--- config.mk ---
export PLATFORM = sky130hd
export DESIGN_NAME = alu_decode_stage
export DESIGN_NICKNAME = d
export VERILOG_FILES = /design/src/rtl/rv32i_pkg.sv /design/src/rtl/alu_op_decoder.sv /design/src/rtl/alu_decode_stage.sv
export SDC_FILE = /design/constraint.sdc
export NUM_CORES = 1
export LEC_CHECK = 0
export CORE_MARGIN = 2
export CORE_UTILIZATION = 25
export CTS_CLUSTER_DIAMETER = 80
export CTS_CLUSTER_SIZE = 20
export DETAILED_ROUTE_END_ITERATION = 8
export PLACE_DENSITY = 0.51
export SYNTH_ARGS = -nofsm -noshare
export SYNTH_HDL_FRONTEND = slang
export SYNTH_SLANG_ARGS = --single-unit
--- constraint.sdc ---
create_clock -name clk -period 5.8 [get_ports clk]
set_clock_uncertainty 0.2 [all_clocks]
set_input_delay 1.16 -clock clk [delete_from_list [all_inputs] [get_ports clk]]
set_output_delay 1.16 -clock clk [all_outputs]
set_load 0.005 [all_outputs]
--- src/rtl/rv32i_pkg.sv ---
// Shared RV32I decode types: ALU select codes, major opcodes and the decoded control bundle.
// The illegal flag field exists only when ALU_DECODE_ILLEGAL_EN is defined.
package rv32i_pkg;

  typedef enum logic [3:0] {
    AluAdd   = 4'd0,
    AluSub   = 4'd1,
    AluSll   = 4'd2,
    AluSlt   = 4'd3,
    AluSltu  = 4'd4,
    AluXor   = 4'd5,
    AluSrl   = 4'd6,
    AluSra   = 4'd7,
    AluOr    = 4'd8,
    AluAnd   = 4'd9,
    AluPassB = 4'd10
  } alu_sel_e;

  localparam logic [6:0] OpcOp     = 7'b0110011;
  localparam logic [6:0] OpcOpImm  = 7'b0010011;
  localparam logic [6:0] OpcLui    = 7'b0110111;
  localparam logic [6:0] OpcAuipc  = 7'b0010111;
  localparam logic [6:0] OpcLoad   = 7'b0000011;
  localparam logic [6:0] OpcStore  = 7'b0100011;
  localparam logic [6:0] OpcJal    = 7'b1101111;
  localparam logic [6:0] OpcJalr   = 7'b1100111;
  localparam logic [6:0] OpcBranch = 7'b1100011;

  typedef struct packed {
    alu_sel_e   alu_sel;
    logic [4:0] rd;
    logic       reg_write;
`ifdef ALU_DECODE_ILLEGAL_EN
    logic       illegal;
`endif
  } dec_ctrl_t;

  // alt selects SUB/SRA over ADD/SRL; ignored for the other funct3 values.
  function automatic alu_sel_e f3_to_alu(input logic [2:0] funct3, input logic alt);
    alu_sel_e sel;
    sel = AluAdd;
    case (funct3)
      3'b000: sel = alt ? AluSub : AluAdd;
      3'b001: sel = AluSll;
      3'b010: sel = AluSlt;
      3'b011: sel = AluSltu;
      3'b100: sel = AluXor;
      3'b101: sel = alt ? AluSra : AluSrl;
      3'b110: sel = AluOr;
      3'b111: sel = AluAnd;
      default: sel = AluAdd;
    endcase
    return sel;
  endfunction

endpackage

--- src/rtl/alu_op_decoder.sv ---
// Combinational RV32I decode into ALU select, operands, rd and write enable.
// ALU_DECODE_ILLEGAL_EN adds an illegal flag to the control output.
module alu_op_decoder
  import rv32i_pkg::*;
#(
  parameter int unsigned XLEN = 32
) (
  input  logic [31:0]     instr_i,
  input  logic [XLEN-1:0] pc_i,
  input  logic [XLEN-1:0] rs1_data_i,
  input  logic [XLEN-1:0] rs2_data_i,
  output dec_ctrl_t       ctrl_o,
  output logic [XLEN-1:0] op_a_o,
  output logic [XLEN-1:0] op_b_o
);

  logic [6:0]      opcode;
  logic [2:0]      funct3;
  logic [6:0]      funct7;
  logic [XLEN-1:0] imm_i;
  logic [XLEN-1:0] imm_s;
  logic [XLEN-1:0] imm_u;
  logic [XLEN-1:0] shamt;
  logic            illegal;

  assign opcode = instr_i[6:0];
  assign funct3 = instr_i[14:12];
  assign funct7 = instr_i[31:25];
  assign imm_i  = XLEN'($signed(instr_i[31:20]));
  assign imm_s  = XLEN'($signed({instr_i[31:25], instr_i[11:7]}));
  assign imm_u  = XLEN'($signed({instr_i[31:12], 12'b0}));
  assign shamt  = XLEN'(instr_i[24:20]);

  always_comb begin
    ctrl_o           = '0;
    ctrl_o.alu_sel   = AluAdd;
    ctrl_o.rd        = instr_i[11:7];
    ctrl_o.reg_write = 1'b0;
    op_a_o           = '0;
    op_b_o           = '0;
    illegal          = 1'b0;

    case (opcode)
      OpcOp: begin
        op_a_o = rs1_data_i;
        op_b_o = rs2_data_i;
        if (funct7 == 7'h00 ||
            (funct7 == 7'h20 && (funct3 == 3'b000 || funct3 == 3'b101))) begin
          ctrl_o.alu_sel   = f3_to_alu(funct3, funct7[5]);
          ctrl_o.reg_write = 1'b1;
        end else begin
          illegal = 1'b1;
        end
      end
      OpcOpImm: begin
        op_a_o = rs1_data_i;
        if (funct3 == 3'b001) begin
          op_b_o = shamt;
          if (funct7 == 7'h00) begin
            ctrl_o.alu_sel   = AluSll;
            ctrl_o.reg_write = 1'b1;
          end else begin
            illegal = 1'b1;
          end
        end else if (funct3 == 3'b101) begin
          op_b_o = shamt;
          if (funct7 == 7'h00 || funct7 == 7'h20) begin
            ctrl_o.alu_sel   = f3_to_alu(funct3, instr_i[30]);
            ctrl_o.reg_write = 1'b1;
          end else begin
            illegal = 1'b1;
          end
        end else begin
          // Immediate forms never use the alternate encoding, so no SUBI.
          op_b_o           = imm_i;
          ctrl_o.alu_sel   = f3_to_alu(funct3, 1'b0);
          ctrl_o.reg_write = 1'b1;
        end
      end
      OpcLui: begin
        ctrl_o.alu_sel   = AluPassB;
        op_b_o           = imm_u;
        ctrl_o.reg_write = 1'b1;
      end
      OpcAuipc: begin
        op_a_o           = pc_i;
        op_b_o           = imm_u;
        ctrl_o.reg_write = 1'b1;
      end
      OpcLoad: begin
        op_a_o           = rs1_data_i;
        op_b_o           = imm_i;
        ctrl_o.reg_write = 1'b1;
      end
      OpcStore: begin
        op_a_o = rs1_data_i;
        op_b_o = imm_s;
      end
      OpcJal, OpcJalr: begin
        // ALU produces the link address; the target is computed elsewhere.
        op_a_o           = pc_i;
        op_b_o           = XLEN'(4);
        ctrl_o.reg_write = 1'b1;
      end
      OpcBranch: begin
        ctrl_o.alu_sel = AluSub;
        op_a_o         = rs1_data_i;
        op_b_o         = rs2_data_i;
      end
      default: illegal = 1'b1;
    endcase

    if (illegal) begin
      ctrl_o.alu_sel   = AluAdd;
      ctrl_o.reg_write = 1'b0;
    end
    if (ctrl_o.rd == 5'd0) begin
      ctrl_o.reg_write = 1'b0;
    end
`ifdef ALU_DECODE_ILLEGAL_EN
    ctrl_o.illegal = illegal;
`endif
  end

endmodule

--- src/rtl/alu_decode_stage.sv ---
// Decode stage: RV32I decode feeding a two-entry (main + skid) ready/valid buffer.
// Defining ALU_DECODE_ILLEGAL_EN adds the illegal output.
module alu_decode_stage
  import rv32i_pkg::*;
#(
  parameter int unsigned XLEN = 32
) (
  input  logic            clk,
  input  logic            rst,
  input  logic            in_valid,
  output logic            in_ready,
  input  logic [31:0]     instr,
  input  logic [XLEN-1:0] pc,
  input  logic [XLEN-1:0] rs1_data,
  input  logic [XLEN-1:0] rs2_data,
  output logic            out_valid,
  input  logic            out_ready,
  output logic [3:0]      alu_sel,
  output logic [XLEN-1:0] op_a,
  output logic [XLEN-1:0] op_b,
  output logic [4:0]      rd,
  output logic            reg_write
`ifdef ALU_DECODE_ILLEGAL_EN
  ,
  output logic            illegal
`endif
);

  typedef enum logic [1:0] {StEmpty, StOne, StTwo} state_e;

  typedef struct packed {
    dec_ctrl_t       ctrl;
    logic [XLEN-1:0] op_a;
    logic [XLEN-1:0] op_b;
  } bundle_t;

  state_e          state_q, state_d;
  bundle_t         main_q, main_d;
  bundle_t         skid_q, skid_d;
  logic            in_ready_q, in_ready_d;
  bundle_t         dec_bundle;
  dec_ctrl_t       dec_ctrl;
  logic [XLEN-1:0] dec_op_a;
  logic [XLEN-1:0] dec_op_b;
  logic            in_fire;
  logic            out_fire;

  alu_op_decoder #(
    .XLEN(XLEN)
  ) u_dec (
    .instr_i   (instr),
    .pc_i      (pc),
    .rs1_data_i(rs1_data),
    .rs2_data_i(rs2_data),
    .ctrl_o    (dec_ctrl),
    .op_a_o    (dec_op_a),
    .op_b_o    (dec_op_b)
  );

  assign dec_bundle = '{ctrl: dec_ctrl, op_a: dec_op_a, op_b: dec_op_b};

  assign out_valid = (state_q != StEmpty);
  assign in_fire   = in_valid && in_ready_q;
  assign out_fire  = out_valid && out_ready;

  always_comb begin
    state_d = state_q;
    main_d  = main_q;
    skid_d  = skid_q;
    unique case (state_q)
      StEmpty: begin
        if (in_fire) begin
          main_d  = dec_bundle;
          state_d = StOne;
        end
      end
      StOne: begin
        if (in_fire && out_fire) begin
          main_d = dec_bundle;
        end else if (in_fire) begin
          skid_d  = dec_bundle;
          state_d = StTwo;
        end else if (out_fire) begin
          state_d = StEmpty;
        end
      end
      StTwo: begin
        // in_ready is low here, so only the drain of main can happen.
        if (out_fire) begin
          main_d  = skid_q;
          state_d = StOne;
        end
      end
      default: state_d = StEmpty;
    endcase
    in_ready_d = (state_d != StTwo);
  end

  always_ff @(posedge clk or posedge rst) begin
    if (rst) begin
      state_q    <= StEmpty;
      main_q     <= '0;
      skid_q     <= '0;
      in_ready_q <= 1'b1;
    end else begin
      state_q    <= state_d;
      main_q     <= main_d;
      skid_q     <= skid_d;
      in_ready_q <= in_ready_d;
    end
  end

  assign in_ready  = in_ready_q;
  assign alu_sel   = main_q.ctrl.alu_sel;
  assign op_a      = main_q.op_a;
  assign op_b      = main_q.op_b;
  assign rd        = main_q.ctrl.rd;
  assign reg_write = main_q.ctrl.reg_write;
`ifdef ALU_DECODE_ILLEGAL_EN
  assign illegal   = main_q.ctrl.illegal;
`endif

endmodule
# == Word-level counts from Yosys, hierarchy flattened ==
# Memory sizes are Yosys's and may differ from the RTL's.
# Cells that the tools add are included.
# Widths: inputs -> output; s select.
# word_totals
ff_bits,151
mem_bits_ro,32
in_bits,132
out_inout_bits,76
word_cells,97
mem_count,1
# op_classes
eq_ne,23
n_mux,38
bitwise,1
n_reduce_logical,22
# memory_table
name,words,word_bits,read_ports,rd_clocked_by_memory_dff,write_ports,line,text
(name not given),8,4,1,0,0,rv32i_pkg.sv:42,case (funct3)
# op_table
operator,n
$mux 74,3
$pmux 74 s3,1
$pmux 32 s6,1
$mux 32,2
$pmux 32 s2,1
$pmux 4 s8,1
$eq 7x6->1 const B,4
$eq 7x7->1 const B,3
$mux 4,5
$pmux 4 s4,1
$eq 7x5->1 const B,2
$mux 1,14
$eq 3x3->1 const B,4
$mux 2,6
$reduce_or 5->1,2
$ne 2x2->1 const B,4
$eq 7x2->1 const B,1
$logic_not 7->1,1
$reduce_or 7->1,1
$eq 3x2->1 const B,2
$pmux 1 s3,2
$pmux 2 s3,1
$reduce_or 2->1,3
$logic_not 5->1,1
13 further kinds,18

# == Longest topological paths before layout ==
# Gate-level depths: netlist (run 1).
# logic_depth
depth_word,10
mapped_depth,9
mapped_depth_nobuf,7

# == Modules after synthesis ==
# Synthesis (run 1) repeated with hierarchy kept, for this count alone.
# hier_totals
hier_cells,598
area_unflattened_um2,7775.0
# modules_own_cells
module,n_inst,cells_per_inst,area_each_um2,seq_area_each_um2
alu_decode_stage,1,429,6475.0,3779.9
alu_op_decoder,1,169,1300.0,0.0

# == Least setup slack after synthesis (run 1) ==
# No wires, ideal clock.
# synth_timing
path_type,input-to-reg
from,input instr[6]
to,"register main_q, in the netlist op_b[14]"
setup_ns,0.087
arrival_ns,2.511
required_ns,5.513
path_slack_ns,3.002
cell_stages,9
n_path_buf,4
path_cell_list,buf_6 > nor4bb_4 > and2b_1 > buf_6 > and3_1 > buf_6 > buf_12 > a221oi_2 > a211oi_2
# synth_between
elab_chain_len,5
elab_cells_between_ends,16
cone_classes,eq/ne: 9; mux: 4; reduce/logical: 3
# synth_lines
element,line,text
start: declaration,alu_decode_stage.sv:12,"input logic [31:0] instr,"
"$eq 7x7->1, or another cell as far along",alu_op_decoder.sv:43,case (opcode)
$reduce_or 2->1 (no line),n/a,
$pmux 32 s6 (*),alu_op_decoder.sv:43,
$mux 74 (on tied branches),"alu_decode_stage.sv:78, alu_decode_stage.sv:72",
$pmux 74 s3 (*),alu_decode_stage.sv:70,unique case (state_q)
end signal: assignment,alu_decode_stage.sv:107,main_q <= main_d;
end: declaration,alu_decode_stage.sv:38,"bundle_t main_q, main_d;"
# Mark *: on every way between the ends. The rest lies on a longest branch, timed or not. The select of a mux whose other input is x is not followed.
# A chain may end at the register's enable or synchronous reset.

# == Worst setup path in the final report (run 1) ==
# layout_timing
from,input instr[6]
to,"register main_q, in the netlist op_b[26]"
# The elaborated chain is that of the path after synthesis.

==> impl_metrics.tcl, run 1 <==
set metrics [dict create \
    die_y_um 177.2 \
    hpwl_mm 17.01 \
    hold_depth 2 \
    status "complete, no violations" \
    grt_most_used_layer "met2" \
    cts_root_buf "clkbuf_16" \
    gp_congestion 0.8416 \
    dr.pass1.iters 5 \
    grt_max_degree 91 \
    numPortBuffers 207 \
    rsz0062_at_grt "no" \
    synthTopCellsByArea "dfrtp_1 (50%), nand2_1 (6.1%), o21ai_0 (4.1%)" \
    hold_class "flop to flop" \
    drive_gt1_frac 0.09138 \
    cts_tree "yes" \
    syn_to_final_growth_pct 38.85 \
    synth_ff_type "dfrtp_1" \
    power_density_mw_per_mm2 402.1 \
    grt_pass1_vias 6543 \
    post_cts_resize_count 0 \
    die_w_um 177.2 \
    initial_utilization 0.2536 \
    die_area_mm2 0.03139 \
    io_pins 208 \
    maxCapViolCount 0 \
    critPathArrivalTime_ns 4.11 \
    crit_fanout 19 \
    end_kind "flop" \
    cts_buffers 17 \
    yosysWarningCount 0 \
    grt_util_met2 0.2438 \
    hold_viol 0 \
    clk_pin_slew_ns 0.07 \
    grt_antenna_before_repair 1 \
    setup_viol 0 \
    timing.fmax_mhz 250.9 \
    netlist_area_mm2 0.007497 \
    ff2ff_path_depth 4 \
    crit_type "input pin to flop" \
    ir_worst_vdd_mv 0.1775 \
    synth_cell_types 61 \
    drcViolationCount 0 \
    multi_input_area_mm2 0.003362 \
    avgSynthCellArea_um2 9.442 \
    synth_seq_area_share 0.5042 \
    synth-async-reset-ratio 1.000 \
    drt-vias-per-instance 4.883 \
    slew_violations 0 \
    std_cell_rows 63 \
    grtUsageTotal 0.1634 \
    fin_nets 1097 \
    power.static_leakage_nw 4.089 \
    post_drt_wl_per_cell_um 18.71 \
    register_area_mm2 0.003780 \
    num-fill-cells 3037 \
    use_met1 0.2336 \
    synth_top_area_share 0.5007 \
    slowest_delay_ns 0.86 \
    setup_tns_ns 0 \
    final_area_mm2 0.01041 \
    grt_pass1_wl_mm 39.43 \
    synth-seq-cells 151 \
    placed_area_mm2 0.009848 \
    synth_top_cell_by_area "dfrtp_1" \
    clkSinkCount 151 \
    drt_iter0_drc 517 \
    met3_usage 0.04467 \
    final.period_utilization 0.6872 \
    cp_slowest_cell "and3_1" \
    vias 6661 \
    path_cells "clkdlybuf4s50_1 -> nor4bb_4 -> and2b_1 -> and3_1 -> a221oi_1 -> a211oi_1" \
    fin_crit_ns 3.986 \
    clk_latency_ns 0.41 \
    drt_wl_total_mm 25.52 \
    htreeDepth 4 \
    grt_remaining_overflow 0 \
    worst_pin_slew_ns 1.194 \
    slew_headroom 0.2024 \
    num_antenna_cells 0 \
    syn_inst 794 \
    syn_nets 930 \
    clk_path_buf_depth 2 \
    postCtsSetupRepairBufs 0 \
    holdWs_ns 0.2761 \
    postRouteAntennaNets 0 \
    holdBufCountCts 0 \
    fp.coreArea_mm2 0.02956 \
    cp-start-kind "input pin" \
    synth_edf_count 0 \
    crit_required_ns 5.93 \
]
-- registers in the layout, indices dropped and copies added, names as in the netlist --
signal,count
state_q,2
skid_q,74
op_a,32
alu_sel,4
in_ready,1
rd,5
reg_write,1
op_b,32
-- cell families after synthesis --
kind of cell | after synthesis | share of synthesized area
DFF | 151 | 0.5042
AOI/OAI and AO/OA | 242 | 0.2375
buffers and inverters | 79 | 0.05240
muxes | 5 | 0.007176
xor gates and xnor gates | 1 | 0.002170
adders and majority gates | 4 | 0.006676
and+or+nand+nor | 312 | 0.1899
-- critical path: cells and delay by family --
family                 cells  cell delay, ns
and+or+nand+nor            3            1.68
AOI/OAI and AO/OA          2            0.47
buffers and inverters      1            0.78
-- synthesized netlist by cell type, types with 2 or more instances --
library cell  count
a211oi_1         41
nor3_1           60
nand2b_1          4
a2bb2oi_1         3
nand3_1          14
o31ai_1           2
buf_6             6
nand4_1           2
mux2_2            3
nor2b_1           3
o22ai_1           4
a21oi_1          28
dfrtp_1         150
a32o_1            4
clkbuf_1         41
a22o_1            2
and4_1            2
a211oi_2         17
a31oi_1           7
a22oi_1          33
a221oi_2         10
a21o_1            4
buf_4             3
o22a_1            2
o21ai_0          62
mux2i_1           2
and3_1            3
nor3b_1           2
a221oi_1          9
nand3b_1          9
nor2_1           80
a2111oi_0         2
ha_1              4
o211ai_1          2
inv_1             9
buf_2            19
and2b_1           2
nand2_1         121
-- area by class of cell --
type                            instances  share of cell area
Sequential cell                       151              0.3631
Timing Repair Buffer                  218              0.2094
Tap cell                              390             0.04687
Inverter                                9            0.003726
Clock buffer                           19             0.04351
Multi-Input combinational cell        564              0.3230
Clock inverter                         13             0.01046
-- stage by stage --
step | setup slack (ns) | utilization | cells | power [W]
2_1_floorplan | 0.3769 | - | 794 | 0.002251
3_3_place_gp | 1.522 | 0.3332 | 1332 | 0.003156
3_5_place_dp | 1.406 | 0.3332 | 1332 | 0.003171
4_1_cts | 1.844 | 0.3522 | 1364 | 0.004257
5_1_grt | 1.577 | 0.3522 | 1364 | 0.004456
6_report | 1.814 | 0.3522 | 1364 | 0.004186
-- layer usage --
| metal | share of wire | up-vias | wire length, um |
|---|---|---|---|
| li1 | - | 3205 | - |
| met1 | 0.48 | 3220 | 12330 |
| met2 | 0.44 | 216 | 11160 |
| met3 | 0.063 | 18 | 1599 |
| met4 | 0.016 | 2 | 414 |
| met5 | 0.00047 | - | 12 |
-- cell usage in the layout, fill, tap and decap left out, types with 3 or more instances in the layout --
master,instances
a211oi_1,41
a211oi_2,17
a21o_1,3
a21oi_1,27
a221oi_1,9
a221oi_2,10
a22oi_1,33
a2bb2oi_1,3
a31oi_1,7
a32o_1,4
and3_1,3
buf_4,9
clkbuf_16,17
clkdlybuf4s50_1,207
clkinvlp_4,6
dfrtp_1,150
ha_1,4
inv_1,8
inv_6,6
mux2_2,3
nand2_1,120
nand2b_1,3
nand3_1,14
nand3b_1,9
nor2_1,79
nor2b_1,3
nor3_1,60
o21ai_0,62
o22ai_1,4
-- power by group --
part / internal [W] / total, W / switching [W] / leakage (nW)
Sequential: 0.00138 / 0.00157 / 0.000190 / 1.95
Combinational: 0.000805 / 0.00155 / 0.000745 / 1.88
Clock: 0.000581 / 0.00107 / 0.000487 / 0.258
Total: 0.00276 / 0.00419 / 0.00142 / 4.09
-- final timing paths --
kind | slack [ns] | start | endpoint
min in group asynchronous | 1.08 | rst | skid_q[54]$_DFFE_PP0P_
max in group asynchronous | 3.18 | rst | op_b[13]$_DFFE_PP0P_
setup / recovery | 1.81 | instr[6] | op_b[26]$_DFFE_PP0P_
hold reg to reg | 0.28 | skid_q[5]$_DFFE_PP0P_ | skid_q[5]$_DFFE_PP0P_
hold / removal | 0.28 | skid_q[5]$_DFFE_PP0P_ | skid_q[5]$_DFFE_PP0P_
setup reg to reg | 3.06 | state_q[1]$_DFF_PP0_ | op_b[24]$_DFFE_PP0P_
Power figures use the tool's default switching activity.
==> inputs of run 2 (changes only) <==
- clock period: 5.8 -> 3.7 ns (I/O delays scaled with it)
==> run 2 against run 1 <==
Compared with the run above:
- critical endpoint is now op_b[29]$_DFFE_PP0P_
- final cell count is 1.2% higher
- routed wire length decreased by 0.54%
- sequential power grew 57%
- clock power up 71%
- largest cell class unchanged
==> impl_metrics.tcl, run 2 (synthesis results as in run 1) <==
set metrics [dict create \
    status "complete, no violations" \
    grt_max_degree 112 \
    maxCapViolCount 0 \
    clk_latency_ns 0.42 \
    holdBufCountCts 0 \
    hpwl_mm 17.63 \
    pre_cts_slack_ns 0.4177 \
    drt-vias-per-instance 4.838 \
    slew_headroom 0.4680 \
    hold_class "flop to flop" \
    clkSinkCount 151 \
    r2r_start "in_ready$_DFF_PP1_" \
    die_y_um 177.2 \
    drcViolationCount 0 \
    power.static_leakage_nw 4.232 \
    postRouteAntennaNets 0 \
    end_kind "flop" \
    die_w_um 177.2 \
    grt_antenna_before_repair 1 \
    multi_input_area_mm2 0.003362 \
    fin_crit_ns 2.863 \
    power_density_mw_per_mm2 637.5 \
    final.period_utilization 0.7739 \
    crit_fanout 14 \
    cp_slowest_cell "clkdlybuf4s50_1" \
    ff2ff_path_depth 6 \
    rrSetupSlack_ns 1.36 \
    fin_nets 1114 \
    ir_worst_vdd_mv 0.3167 \
    drive_gt1_frac 0.1070 \
    final_common_cell "clkdlybuf4s50_1" \
    die_area_mm2 0.03139 \
    grt_pass1_vias 6490 \
    grtUsageTotal 0.1606 \
    crit_required_ns 3.83 \
    worst_pin_slew_ns 0.7981 \
    numPortBuffers 207 \
    dr.pass1.iters 5 \
    setup_tns_ns 0 \
    grt_pass1_wl_mm 39.02 \
    num_antenna_cells 0 \
    r2r_end "op_b[26]$_DFFE_PP0P_" \
    io_pins 208 \
    slew_violations 0 \
    hold_viol 0 \
    std_cell_rows 63 \
    htreeDepth 4 \
    worstSetupEndpoint "op_b[29]$_DFFE_PP0P_" \
    layout_common_cells "clkdlybuf4s50_1 (207), dfrtp_1 (150), nand2_1 (120), nor2_1 (79), o21ai_0 (62)" \
    grt_remaining_overflow 0 \
    rsz0062_at_grt "no" \
    crit_type "input pin to flop" \
    post_cts_resize_count 0 \
    critPathArrivalTime_ns 2.99 \
    cp-startpoint "instr[13]" \
    top_register "skid_q" \
    post_drt_wl_per_cell_um 18.38 \
    drt_wl_total_mm 25.38 \
    drt_iter0_drc 441 \
    setup_viol 0 \
    path_cells "clkdlybuf4s50_1 -> inv_1 -> ha_1 -> o21ai_1 -> and3_1 -> buf_4 -> a221oi_1 -> a211oi_1" \
    worst_slack_ns 0.8367 \
    cts_root_buf "clkbuf_16" \
    clk_pin_slew_ns 0.07 \
    slowest_delay_ns 0.60 \
    initial_utilization 0.2536 \
    hold_start "skid_q[8]$_DFFE_PP0P_" \
    gp_congestion 0.8234 \
    syn_to_final_growth_pct 42.07 \
    vias 6681 \
    cts_tree "yes" \
    largest_reg_flops 74 \
    num-fill-cells 2986 \
    fp.coreArea_mm2 0.02956 \
    cts_buffers 17 \
    timing.fmax_mhz 349.2 \
    register_area_mm2 0.003780 \
    cp-start-kind "input pin" \
    postCtsSetupRepairBufs 0 \
    clk_path_buf_depth 2 \
]
-- run 2: worst min path at each step --
stage / endpoint / cells after the start / slack [ns]
global route: skid_q[65]$_DFFE_PP0P_ / 2 / 0.30
finish: skid_q[8]$_DFFE_PP0P_ / 2 / 0.28
global placement: skid_q[9]$_DFFE_PP0P_ / 2 / 0.26
floorplan: skid_q[70]$_DFFE_PP0P_ / 2 / 0.24
detailed placement: skid_q[65]$_DFFE_PP0P_ / 2 / 0.26
CTS: skid_q[65]$_DFFE_PP0P_ / 2 / 0.28
-- run 2: report_power, final --
group	switching [W]	internal, W
Combinational	0.00118	0.00132
Sequential	0.000304	0.00216
Clock	0.000773	0.00106
Total	0.00226	0.00453
-- run 2: layout make-up --
cell class / instances / share of cell area
well taps: 390 / 0.04581
clock inverters: 13 / 0.01515
flip-flops and latches: 151 / 0.3549
inverters: 9 / 0.003524
clock buffers: 19 / 0.04252
multi-input cells: 564 / 0.3156
repair buffers: 235 / 0.2225
-- run 2: routing by layer --
layer / vias up / global-route usage / part of all wire / wire [um]
met5: - / 0 / 0 / 0
met1: 3201 / 0.2296 / 0.49 / 12430
met3: 25 / 0.03351 / 0.057 / 1445
met4: 0 / 0.04477 / 0.017 / 427
li1: 3247 / - / - / -
met2: 208 / 0.2440 / 0.44 / 11070
-- run 2: per-stage QoR --
stage / util / power (W) / cells / cell area, um^2 / hold slack (ns)
floorplan: - / 0.003530 / 794 / 7501 / 0.2417
global placement: 0.3396 / 0.005020 / 1349 / 10040 / 0.2589
detailed placement: 0.3396 / 0.005035 / 1349 / 10040 / 0.2622
CTS: 0.3603 / 0.006903 / 1381 / 10650 / 0.2801
global route: 0.3603 / 0.007214 / 1381 / 10650 / 0.3027
finish: 0.3603 / 0.006790 / 1381 / 10650 / 0.2789
-- run 2: critical path: cells and delay by family --
kind | cells | cell delay, ns
buf+inv | 3 | 1.00
compound gates | 3 | 0.58
fa+ha+maj | 1 | 0.32
simple gates | 1 | 0.35
